<file path="src/rtl/jt7759_seq.sv">
`timescale 1ns/1ps
// jt7759_seq -- request sequencer for the jt7759 ADPCM chip.
//
// Queues sample numbers in a small circular FIFO and plays them one at a
// time. Each request is written to the chip with a cs/wrn strobe. The
// sequencer then waits for busyn to fall (playback started) and to rise
// again (playback done) before the next request is issued. A busyn that
// never falls is abandoned after BUSY_TO ticks and flagged on tout.
//
// Handshake: a push is a one-cycle request. It is accepted when the FIFO
// has room, or when it is full and the head is popped in the same cycle.
// Otherwise it is dropped and ovf is set. There is no back-pressure signal.
//
// Ports:
//   rst, clk      asynchronous active-high reset, system clock
//   cen           clock enable tick (same strobe as the chip's cen_ctl)
//   push, snd     request strobe and sample number
//   abort         level input: stop playback, flush the queue, reset the chip
//   busyn, drqn   chip status inputs
//   cs, wrn, din  chip write interface
//   chip_rst      chip reset, active high
//   full, empty   FIFO status
//   level         FIFO occupancy, 0..DEPTH
//   ovf, tout     sticky flags: push dropped, busy timeout
//   dbg_state     FSM state: 0 IDLE, 1 SETUP, 2 STROBE, 3 HOLD, 4 WAITB,
//                 5 PLAY, 6 ABORT
module jt7759_seq #(
  parameter int DEPTH   = 4,
  parameter int PULSE   = 4,
  parameter int BUSY_TO = 32
) (
  input  logic                     rst,
  input  logic                     clk,
  input  logic                     cen,
  input  logic                     push,
  input  logic [7:0]               snd,
  input  logic                     abort,
  input  logic                     busyn,
  input  logic                     drqn,
  output logic                     cs,
  output logic                     wrn,
  output logic [7:0]               din,
  output logic                     chip_rst,
  output logic                     full,
  output logic                     empty,
  output logic [$clog2(DEPTH):0]   level,
  output logic                     ovf,
  output logic                     tout,
  output logic [2:0]               dbg_state
);

  localparam int AW = $clog2(DEPTH);
  localparam int LW = AW + 1;
  localparam logic [7:0] PULSE_LAST = 8'(PULSE - 1);
  localparam logic [7:0] BUSY_LAST  = 8'(BUSY_TO - 1);
  // ABORT lasts for the abort pulse plus two cycles after abort drops.
  localparam logic [7:0] ABORT_LAST = 8'd2;

  typedef enum logic [2:0] {
    S_IDLE   = 3'd0,
    S_SETUP  = 3'd1,
    S_STROBE = 3'd2,
    S_HOLD   = 3'd3,
    S_WAITB  = 3'd4,
    S_PLAY   = 3'd5,
    S_ABORT  = 3'd6
  } state_t;

  state_t          state_q, state_d;
  logic [7:0]      cnt_q, cnt_d;
  logic [AW-1:0]   wr_ptr_q, wr_ptr_d;
  logic [AW-1:0]   rd_ptr_q, rd_ptr_d;
  logic [LW-1:0]   level_q, level_d;
  logic [7:0]      mem_q [DEPTH];
  logic [7:0]      mem_d [DEPTH];
  logic [7:0]      din_q, din_d;
  logic            ovf_q, ovf_d;
  logic            tout_q, tout_d;
  logic            rst_hold_q, rst_hold_d;
  logic            pop;
  logic            tout_set;
  logic            wr_en;

  assign empty     = (level_q == '0);
  assign full      = (level_q == LW'(DEPTH));
  assign level     = level_q;
  assign din       = din_q;
  assign ovf       = ovf_q;
  assign tout      = tout_q;
  assign dbg_state = state_q;

  // State and datapath registers.
  always_ff @(posedge clk or posedge rst) begin
    if (rst) begin
      state_q    <= S_IDLE;
      cnt_q      <= '0;
      wr_ptr_q   <= '0;
      rd_ptr_q   <= '0;
      level_q    <= '0;
      din_q      <= '0;
      ovf_q      <= 1'b0;
      tout_q     <= 1'b0;
      rst_hold_q <= 1'b1;
      for (int i = 0; i < DEPTH; i++) mem_q[i] <= '0;
    end else begin
      state_q    <= state_d;
      cnt_q      <= cnt_d;
      wr_ptr_q   <= wr_ptr_d;
      rd_ptr_q   <= rd_ptr_d;
      level_q    <= level_d;
      din_q      <= din_d;
      ovf_q      <= ovf_d;
      tout_q     <= tout_d;
      rst_hold_q <= rst_hold_d;
      mem_q      <= mem_d;
    end
  end

  // Next state. abort wins over everything and is not cen-qualified, and
  // neither is the ABORT countdown. Every other transition waits for a tick.
  always_comb begin
    state_d  = state_q;
    cnt_d    = cnt_q;
    pop      = 1'b0;
    tout_set = 1'b0;
    if (abort) begin
      state_d = S_ABORT;
      cnt_d   = '0;
    end else begin
      unique case (state_q)
        S_IDLE: begin
          // empty is from the registered level, so a push that lands in
          // this same cycle cannot be popped until the next one.
          if (cen && !empty && busyn && drqn) begin
            state_d = S_SETUP;
            pop     = 1'b1;
          end
        end
        S_SETUP: begin
          if (cen) begin
            state_d = S_STROBE;
            cnt_d   = '0;
          end
        end
        S_STROBE: begin
          if (cen) begin
            if (cnt_q == PULSE_LAST) begin
              state_d = S_HOLD;
              cnt_d   = '0;
            end else begin
              cnt_d = cnt_q + 8'd1;
            end
          end
        end
        S_HOLD: begin
          if (cen) begin
            state_d = S_WAITB;
            cnt_d   = '0;
          end
        end
        S_WAITB: begin
          if (cen) begin
            if (!busyn) begin
              state_d = S_PLAY;
              cnt_d   = '0;
            end else if (cnt_q == BUSY_LAST) begin
              state_d  = S_IDLE;
              cnt_d    = '0;
              tout_set = 1'b1;
            end else begin
              cnt_d = cnt_q + 8'd1;
            end
          end
        end
        S_PLAY: begin
          if (cen && busyn) state_d = S_IDLE;
        end
        S_ABORT: begin
          if (cnt_q == ABORT_LAST) begin
            state_d = S_IDLE;
            cnt_d   = '0;
          end else begin
            cnt_d = cnt_q + 8'd1;
          end
        end
        default: begin
          state_d = S_IDLE;
          cnt_d   = '0;
        end
      endcase
    end
  end

  // FIFO, data latch and sticky flags.
  always_comb begin
    mem_d      = mem_q;
    rst_hold_d = 1'b0;
    // A full FIFO can still take a push when the head leaves this cycle.
    wr_en      = push && !abort && (!full || pop);
    din_d      = pop ? mem_q[rd_ptr_q] : din_q;
    if (wr_en) mem_d[wr_ptr_q] = snd;
    if (abort) begin
      wr_ptr_d = '0;
      rd_ptr_d = '0;
      level_d  = '0;
      ovf_d    = 1'b0;
      tout_d   = 1'b0;
    end else begin
      wr_ptr_d = wr_ptr_q + AW'(wr_en);
      rd_ptr_d = rd_ptr_q + AW'(pop);
      level_d  = level_q + LW'(wr_en) - LW'(pop);
      ovf_d    = ovf_q | (push && !wr_en);
      tout_d   = tout_q | tout_set;
    end
  end

  // Chip-facing outputs decode straight from the state register, so an
  // asynchronous reset forces wrn high at once with no low glitch.
  always_comb begin
    cs       = (state_q == S_SETUP) || (state_q == S_STROBE) || (state_q == S_HOLD);
    wrn      = (state_q != S_STROBE);
    chip_rst = rst_hold_q || (state_q == S_ABORT);
  end

endmodule
</file>
<file path="config.mk">
export PLATFORM = sky130hd
export DESIGN_NAME = jt7759_seq
export DESIGN_NICKNAME = d
export VERILOG_FILES = /design/src/rtl/jt7759_seq.sv
export SDC_FILE = /design/constraint.sdc
export NUM_CORES = 1
export LEC_CHECK = 0
export CAP_MARGIN = 40
export CORE_AREA = 2 2 81 83
export DETAILED_ROUTE_END_ITERATION = 10
export DIE_AREA = 0 0 83 85
export HOLD_SLACK_MARGIN = 0.15
export PLACE_DENSITY = 0.73
export SKIP_LAST_GASP = 1
export SYNTH_ARGS = -nofsm -noshare
export SYNTH_HDL_FRONTEND = slang
export SYNTH_SLANG_ARGS = --single-unit
export TNS_END_PERCENT = 20
</file>
<file path="constraint.sdc">
create_clock -name clk -period 2.6 [get_ports clk]
set_clock_uncertainty 0.2 [all_clocks]
set_input_delay 0.39 -clock clk [delete_from_list [all_inputs] [get_ports clk]]
set_output_delay 0.39 -clock clk [all_outputs]
set_load 0.02 [all_outputs]
</file>
# --- Word-level counts from Yosys, hierarchy flattened ---
# Index checks and enable logic that the tools add are counted.
totals:
  register_bits: 61
  latchBits: 0
  ram_bits: 0
  romBits: 0
  out_inout_bits: 21
  wordCells: 109
  n_memories: 0
op_classes:
  addsub: 5
  mul: 0
  div_mod_pow: 0
  order_cmp: 3
  eq_ne: 22
  shifts: 0
  n_mux: 40
  bitwise_logic: 4
  reduce_logical: 22
ops:
  columns: ["op", "count"]
  rows:
  - ["$mux W8", 11]
  - ["$pmux W8 S5", 1]
  - ["$mux W3", 12]
  - ["$bwmux W32", 1]
  - ["$ne A3 B3 Y1 const B", 8]
  - ["$pmux W3 S7", 1]
  - ["$bmux W8 S2", 1]
  - ["$demux W8 S2", 1]
  - ["$eq A8 B2 Y1 const B", 2]
  - ["$eq A3 B3 Y1 const B", 4]
  - ["$mux W1", 10]
  - ["$reduce_and A9 Y1", 1]
  - ["$add A8 B1 Y8 const B", 1]
  - ["$eq A8 B5 Y1 const B", 1]
  - ["$logic_and A1 B1 Y1", 8]
  - ["$eq A3 B2 Y1 const B", 2]
  - ["$ge A3 B3 Y1 const B", 2]
  - ["$logic_not A3 Y1", 2]
  - ["$not A2 Y3", 2]
  - ["$add A2 B1 Y2", 2]
  - ["$logic_not A1 Y1", 4]
  - ["$logic_or A1 B1 Y1", 4]
  - ["$mux W2", 2]
  - ["$ne A4 B4 Y1 const B", 1]
  - ["other kinds (10)", 12]

# --- Longest topological paths before layout ---
# Gate-level depths: netlist (run 1).
logic_depth:
  word_depth: 14
  mapped_depth: 12
  depth_no_buf: 11

# --- Worst setup path before layout (run 1) ---
# OpenSTA, ideal clock, no wires.
synth_path:
  path_type: "register -> register"
  start: "register level_q[1] (netlist: level[1])"
  end: "register level_q[2] (netlist: level[2])"
  setup_time_ns: 0.132
  arrival_time_ns: 2.549
  required_ns: 2.268
  path_slack_ns: -0.281
  stages_incl_launch_ff: 12
  n_path_buf: 0
  synth_period_minus_slack_ns: 2.881
  cell_sequence: "dfrtp_1 -> nor3_1 -> nand4b_1 -> a21oi_2 -> inv_1 -> ha_1 -> inv_1 -> ha_1 -> inv_1 -> fa_1 -> xnor2_1 -> nor2_1"
synth_via:
  elab_chain_cells: 13
  elab_cells_between_ends: 15
  classes_between: "2 x add/sub; 1 x eq/ne; 4 x mux; 8 x reduce/logical"
synth_lines:
  columns: ["item", "line", "source"]
  rows:
  - ["start: declaration", "73", "logic [LW-1:0] level_q, level_d;"]
  - ["start signal: assignment", "110", "level_q <= level_d;"]
  - ["$logic_not A3 Y1 *", "84", "assign empty = (level_q == '0);"]
  - ["via empty", "45", "output logic empty,"]
  - ["$logic_not A1 Y1 *", "134", "if (cen && !empty && busyn && drqn) begin"]
  - ["$logic_and A1 B1 Y1 * (3 in a row)", "134", null]
  - ["$mux W1 *", "134", null]
  - ["$mux W1 *", "130", "unique case (state_q)"]
  - ["$mux W1 *", "126", "if (abort) begin"]
  - ["$logic_or A1 B1 Y1", "199", "wr_en = push && !abort && (!full || pop);"]
  - ["$logic_and A1 B1 Y1", "199", null]
  - ["$add A3 B1 Y3", "211", "level_d = level_q + LW'(wr_en) - LW'(pop);"]
  - ["$sub A3 B1 Y3 *", "211", null]
  - ["$mux W3 *", "202", "if (abort) begin"]
  - ["via level_d[2]", "73", null]
# The timed path passes the listed nets; every way through them passes the cells marked *.
# A chain may end at the register's enable or synchronous reset.

# --- Final worst setup path (run 1) ---
layout_path:
  start: "register state_q[0] (netlist: dbg_state[0])"
  end: "output chip_rst"
layout_via:
  elab_chain_cells: 2
layout_lines:
  columns: ["item", "line", "source"]
  rows:
  - ["start: declaration", "69", "state_t state_q, state_d;"]
  - ["start signal: assignment", "106", "state_q <= state_d;"]
  - ["$eq A3 B3 Y1", "222", "chip_rst = rst_hold_q || (state_q == S_ABORT);"]
  - ["$logic_or A1 B1 Y1", "222", null]
  - ["end: declaration", "43", "output logic chip_rst,"]
# Every way passes these cells.

==> flow_summary.ini, run 1 <==
[floorplanning]
fp.coreArea_um2 = 6205
initial_utilization_pct = 47.89
die_w_um = 83
die_h_um = 85
placementRows = 29
dieArea_um2 = 7055
floorplan.io_pins = 36

[layout]
leading_cell_types_in_the_layout_fill_and_taps_excluded = 54 x sky130_fd_sc_hd__dfrtp_1, 41 x sky130_fd_sc_hd__mux2_2, 35 x sky130_fd_sc_hd__clkdlybuf4s50_1
antenna-diode-count = 0
fillCellCount = 505
layout_commonest_cell = sky130_fd_sc_hd__dfrtp_1
layout-area-overhead-vs-synth_pct = 28.38
design.final.nets = 310
instances_no_fill = 370
finalCoreUtilization_pct = 61.48
final_layout_size_suffix_gt1_share_pct = 35.84

[place]
portBuffers = 35
detailed_place_hpwl_um = 3935
dp.cells = 354
gp_congestion = 0.7785

[sta]
report.final.hold_viol_count = 0
fmax_ghz = 0.4074
timing.final.setup_violations = 0
final.period_utilization_pct = 94.41
max_slew.worst_pin.slew_ps = 565.6
finalSetupTns_ps = 0
final_max_slew_viol_count = 0
final.hold.worst_slack_ps = 236.7
fin_crit_ps = 2455
unrepaired_setup_endpoints_after_global_routing = false
relSlewSlack_pct = 62.29

[clock_network]
cts_buffers = 9
numClockSinks = 61
ctsHoldBuffers = 0
clock_tree_from_tritoncts = built
cts.path.max_buffers = 2
ctsRootBufferMaster = sky130_fd_sc_hd__clkbuf_8
cts.reportedPaths.clkPinSlew_ps = 70
clock_tree.htree_level_count = 3
clkLatencyLatePin_ps = 330

[power]
power-per-cell-area_nw_per_um2 = 846.8
post-layout-total-power_mw = 3.230
irDropWorstVdd_uv = 440.4
power.leakage_nw = 1.737

[synth]
synth_top_flop_cell = sky130_fd_sc_hd__dfrtp_1
synth.yosys.seq_area_share_pct = 51.41
netlist-cell-type-count = 49
syn_inst = 236
netlist_top_cells_area = sky130_fd_sc_hd__dfrtp_1 51%, sky130_fd_sc_hd__mux2_2 16%, sky130_fd_sc_hd__mux4_2 6.1%
asyncSetResetFlopFracSynth_pct = 100.0
synth_edf_count = 0
synth_top_area_share_pct = 50.53
syn_area_per_cell_um2 = 12.59
ys_ff_latch = 61
synth.net_count = 258
ys_warns = 0
synth_top_cell_by_area = sky130_fd_sc_hd__dfrtp_1
post_synth_instance_area_um2 = 2972

[global_routing]
maximum_number_of_pins_on_one_net_before_global_route_repair = 62
grt_pass1_vias = 2006
grt.overflow.total = 0
grt_usage_pct = 17.64
wire_length_of_the_first_global_routing_pass_um = 9749
antenna_found_initial = 0

[setup_path]
critPathSlowestCell = sky130_fd_sc_hd__clkdlybuf4s50_1
cp-end-kind = output port
cpPeakStageDelay_ps = 590
critical_path_required_time_ps = 2010
timing.critical_path.fanout_max = 10
worstPathCellList = buf_4, nor2b_2, a21o_1, clkdlybuf4s50_1
cp_num_buf_inv = 2
worst-endpoint-arrival_ps = 1860
critical_path_class = register to output port
startpoint_type = register
path_delay_family = buffers and inverters

[drt]
drt_pre_antenna_iters = 4
remaining_drc_errors = 0
num_vias = 2001
drt_iter0_drc = 151
routed_wire_length_per_instance_um = 15.60
drt-vias-per-instance = 5.408
ant_nets = 0
wl_um = 5771

[run_status]
run_status = complete, no violations

[job]
max_cap_violations = 0

[min_path]
min_path_type = input pin to async pin
-- stage by stage --
stage,setup WS [ps],instance area [µm²]
after floorplan,-26.94,3024
after global placement,-129.0,3555
after detailed placement,-150.7,3555
after CTS,10.31,3812
after global routing,68.17,3815
final,145.5,3815
-- worst min-delay path, stage by stage --
cell	delay [ps]
sky130_fd_sc_hd__clkdlybuf4s50_1	410
sky130_fd_sc_hd__inv_2	70
sky130_fd_sc_hd__buf_12	290
-- cell families (layout without fill, tap and decap cells) --
family / Yosys count / after routing / share of synthesized area (%)
adders and majority gates: 7 / 7 / 3.200
other: 1 / 1 / 0.1262
muxes: 51 / 51 / 22.27
AOI/OAI and AO/OA: 30 / 30 / 7.579
xor gates and xnor gates: 5 / 5 / 1.474
buffers and inverters: 19 / 76 / 2.568
DFF: 61 / 61 / 51.41
and+or+nand+nor: 62 / 62 / 11.37
-- report_power, final --
group          total (mW)  internal (mW)  switching [mW]
logic               0.939          0.494           0.445
registers            1.22           1.12           0.101
clock network        1.07          0.691           0.378
-- state kept, by name, indices dropped and copies added, names as in the netlist --
signal / cells
mem_q: 32
cnt_q: 8
din: 8
dbg_state: 3
level: 3
rd_ptr_q: 2
wr_ptr_q: 2
ovf: 1
rst_hold_q: 1
tout: 1
-- what timing repair did --
item	4_1_cts	5_1_grt
hold endpoints to repair	0	0
setup endpoints to repair	0	1
gates resized for setup	0	1
buffers inserted	0	0
-- worst paths after layout --
check	start	to	slack [ps]	cells past startpoint
max in group asynchronous	rst	rst_hold_q	1670	3
min reg2reg	mem_q[29]	mem_q[29]	300	1
max	dbg_state[0]	chip_rst	150	4
min	rst	ovf	240	3
min in group clk	mem_q[29]	mem_q[29]	300	1
max reg2reg	level[1]	level[1]	240	10
-- per-layer routing --
| metal | track usage (%) | wire length (µm) | up-vias | share of wire (%) |
|---|---|---|---|---|
| li1 | - | - | 944 | - |
| met1 | 22.83 | 2644 | 1015 | 46 |
| met2 | 29.18 | 2867 | 33 | 50 |
| met3 | 4.086 | 158 | 9 | 2.7 |
| met4 | 6.706 | 101 | 0 | 1.8 |
| met5 | 0 | 0 | - | 0 |
-- area by class of cell --
class                           count  area, µm²  share of cell area, %
Inverter                            9      33.78                 0.8855
Timing Repair Buffer               51      495.5                  12.99
Multi-Input combinational cell    156       1396                  36.60
Clock inverter                      5      106.4                  2.788
Clock buffer                       11      151.4                  3.969
Sequential cell                    61       1535                  40.24
Tap cell                           77      96.34                  2.525
-- synth_stat cells (2+ instances only) --
library cell	instances
sky130_fd_sc_hd__nor2b_1	6
sky130_fd_sc_hd__mux2_2	41
sky130_fd_sc_hd__buf_1	2
sky130_fd_sc_hd__a31oi_1	3
sky130_fd_sc_hd__or2_2	2
sky130_fd_sc_hd__a22o_1	4
sky130_fd_sc_hd__buf_2	4
sky130_fd_sc_hd__o21ai_0	3
sky130_fd_sc_hd__mux2i_1	2
sky130_fd_sc_hd__ha_1	6
sky130_fd_sc_hd__a21oi_1	6
sky130_fd_sc_hd__nand2_1	8
sky130_fd_sc_hd__a21o_1	5
sky130_fd_sc_hd__nand3_1	2
sky130_fd_sc_hd__clkbuf_1	4
sky130_fd_sc_hd__nor3_1	4
sky130_fd_sc_hd__or3_1	2
sky130_fd_sc_hd__inv_1	9
sky130_fd_sc_hd__mux4_2	8
sky130_fd_sc_hd__nand3b_2	2
sky130_fd_sc_hd__and3_1	2
sky130_fd_sc_hd__nor2_1	21
sky130_fd_sc_hd__dfrtp_1	60
sky130_fd_sc_hd__nand2b_1	2
sky130_fd_sc_hd__xnor2_1	4
Power figures use the tool's default switching activity.
==> run 2, diff against run 1 <==
--- a/config.mk
+++ b/config.mk
@@ -9,6 +9,7 @@
 export CORE_AREA = 2 2 81 83
 export DETAILED_ROUTE_END_ITERATION = 10
 export DIE_AREA = 0 0 83 85
+export GPL_TIMING_DRIVEN = 0
 export HOLD_SLACK_MARGIN = 0.15
 export PLACE_DENSITY = 0.73
 export SKIP_LAST_GASP = 1
==> flow_summary.ini, run 2 (synthesis results as in run 1) <==
[power]
power.leakage_nw = 1.682
power-per-cell-area_nw_per_um2 = 791.4
post-layout-total-power_mw = 2.956
irDropWorstVdd_uv = 349.5

[floorplanning]
floorplan.io_pins = 36
die_w_um = 83
placementRows = 29
die_h_um = 85
dieArea_um2 = 7055
initial_utilization_pct = 47.89
fp.coreArea_um2 = 6205

[drt]
routed_wire_length_per_instance_um = 15.38
drt_pre_antenna_iters = 4
drt_iter0_drc = 85
remaining_drc_errors = 0
drt-vias-per-instance = 5.388
num_vias = 1988
ant_nets = 0
wl_um = 5676

[setup_path]
cp-end-kind = output port
startpoint_type = register
worst-endpoint-arrival_ps = 1930
timing.critical_path.fanout_max = 11
worstPathCellList = nor2b_1, a21o_1, clkdlybuf4s50_1
cpPeakStageDelay_ps = 590
critical_path_required_time_ps = 2010
critPathSlowestCell = sky130_fd_sc_hd__clkdlybuf4s50_1
critical_path_class = register to output port

[layout]
antenna-diode-count = 0
layout-area-overhead-vs-synth_pct = 25.68
largest_register_ffs = 32
fillCellCount = 477
instances_no_fill = 369
design.final.nets = 309
area.sequential_um2 = 1535
leading_cell_types_in_the_layout_fill_and_taps_excluded = 54 x sky130_fd_sc_hd__dfrtp_1, 41 x sky130_fd_sc_hd__mux2_2, 32 x sky130_fd_sc_hd__clkdlybuf4s50_1
multi_input_logic_area_um2 = 1431
finalCoreUtilization_pct = 60.19
max_flop_register = mem_q
layout_commonest_cell = sky130_fd_sc_hd__dfrtp_1
final_layout_size_suffix_gt1_share_pct = 34.93
area_of_all_placed_cells_without_fillers_um2 = 3735

[place]
pre_cts_slack_ps = -739.7
gp_congestion = 0.7885
detailed_place_hpwl_um = 3791
dp.cells = 348
placed_cell_area_um2 = 3481
portBuffers = 34

[sta]
final.period_utilization_pct = 96.89
fmax_ghz = 0.3970
timing.final.setup_violations = 0
final_max_slew_viol_count = 0
report.final.hold_viol_count = 0
postLayoutSetupSlackWorst_ps = 80.96
relSlewSlack_pct = 52.70
max_slew.worst_pin.slew_ps = 709.5
unrepaired_setup_endpoints_after_global_routing = true
fin_crit_ps = 2519

[run_status]
run_status = complete, no violations

[clock_network]
numClockSinks = 61
cts.path.max_buffers = 2
clkLatencyLatePin_ps = 330
ctsRootBufferMaster = sky130_fd_sc_hd__clkbuf_8
clock_tree_from_tritoncts = built
clock_tree.htree_level_count = 3
cts_buffers = 9
cts.reportedPaths.clkPinSlew_ps = 70

[job]
max_cap_violations = 0

[global_routing]
antenna_found_initial = 0
grt.overflow.total = 0
grt_pass1_vias = 2026
maximum_number_of_pins_on_one_net_before_global_route_repair = 40
wire_length_of_the_first_global_routing_pass_um = 9618
grt_usage_pct = 17.06

[min_path]
min_path_type = input pin to async pin
-- run 2: cell count changes in the layout (fill, tap and decap cells not counted), moves of 2 or more --
cell,delta
sky130_fd_sc_hd__buf_1,+2
sky130_fd_sc_hd__clkbuf_1,+6
sky130_fd_sc_hd__clkinv_2,+2
sky130_fd_sc_hd__buf_4,-6
sky130_fd_sc_hd__dlygate4sd2_1,+2
sky130_fd_sc_hd__bufinv_16,-2
sky130_fd_sc_hd__ha_1,-2
sky130_fd_sc_hd__inv_1,-2
sky130_fd_sc_hd__inv_2,+2
sky130_fd_sc_hd__clkdlybuf4s50_1,-3
-- run 2: path summary, 6_finish.rpt --
| path | startpoint | endpoint | slack, ps | depth (start not counted) |
|---|---|---|---|---|
| max reg2reg | dbg_state[1] | level[2] | 100 | 11 |
| max | dbg_state[1] | chip_rst | 80 | 3 |
| min | rst | mem_q[5] | 220 | 2 |
| min in group clk | abort | rd_ptr_q[0] | 290 | 2 |
| min reg2reg | mem_q[13] | mem_q[13] | 300 | 1 |
| max in group asynchronous | rst | level[0] | 1390 | 3 |
-- run 2: cell type report --
type	instances	area share [%]
buffer	7	0.7370
clock inverter	4	1.273
tap	77	2.580
multi-input combinational	156	38.32
inverter	9	0.9045
sequential	61	41.11
clock buffer	12	3.886
timing repair buffer	43	11.19
-- run 2: routing by layer --
| layer | wire length [µm] | global-route usage (%) | vias to the layer above |
|---|---|---|---|
| met5 | 0 | 0 | - |
| met4 | 106 | 8.942 | 0 |
| met2 | 2850 | 27.49 | 29 |
| met3 | 138 | 2.626 | 8 |
| li1 | - | - | 949 |
| met1 | 2580 | 22.55 | 1002 |
-- run 2: power by group --
| part | internal (mW) | leakage [nW] | switching (mW) |
|---|---|---|---|
| logic | 0.464 | 0.795 | 0.411 |
| registers | 1.12 | 0.790 | 0.136 |
| clock network | 0.466 | 0.0964 | 0.356 |
| total | 2.05 | 1.68 | 0.903 |
-- run 2: worst max-delay path: cells and delay by family, from the launching register on --
| kind | cells | cell delay (ps) |
|---|---|---|
| buffers and inverters | 1 | 590 |
| flip-flops | 1 | 490 |
| AND/OR/NAND/NOR | 1 | 350 |
| AO/OA/AOI/OAI | 1 | 170 |
-- run 2: through the flow --
stage | TNS (ps) | hold slack [ps]
floorplan | -26.94 | 273.9
global placement | -49250 | 280.1
detailed placement | -10970 | 290.2
CTS | 0 | 227.6
global route | -19.28 | 279.8
finish | 0 | 219.9
-- run 2: repair_timing --
item                                    in CTS  in global routing
hold buffers                                 0                  0
setup buffers                                3                  5
endpoints found under the setup margin      11                  3
resized for setup                            4                  6
pin swaps                                    3                  6
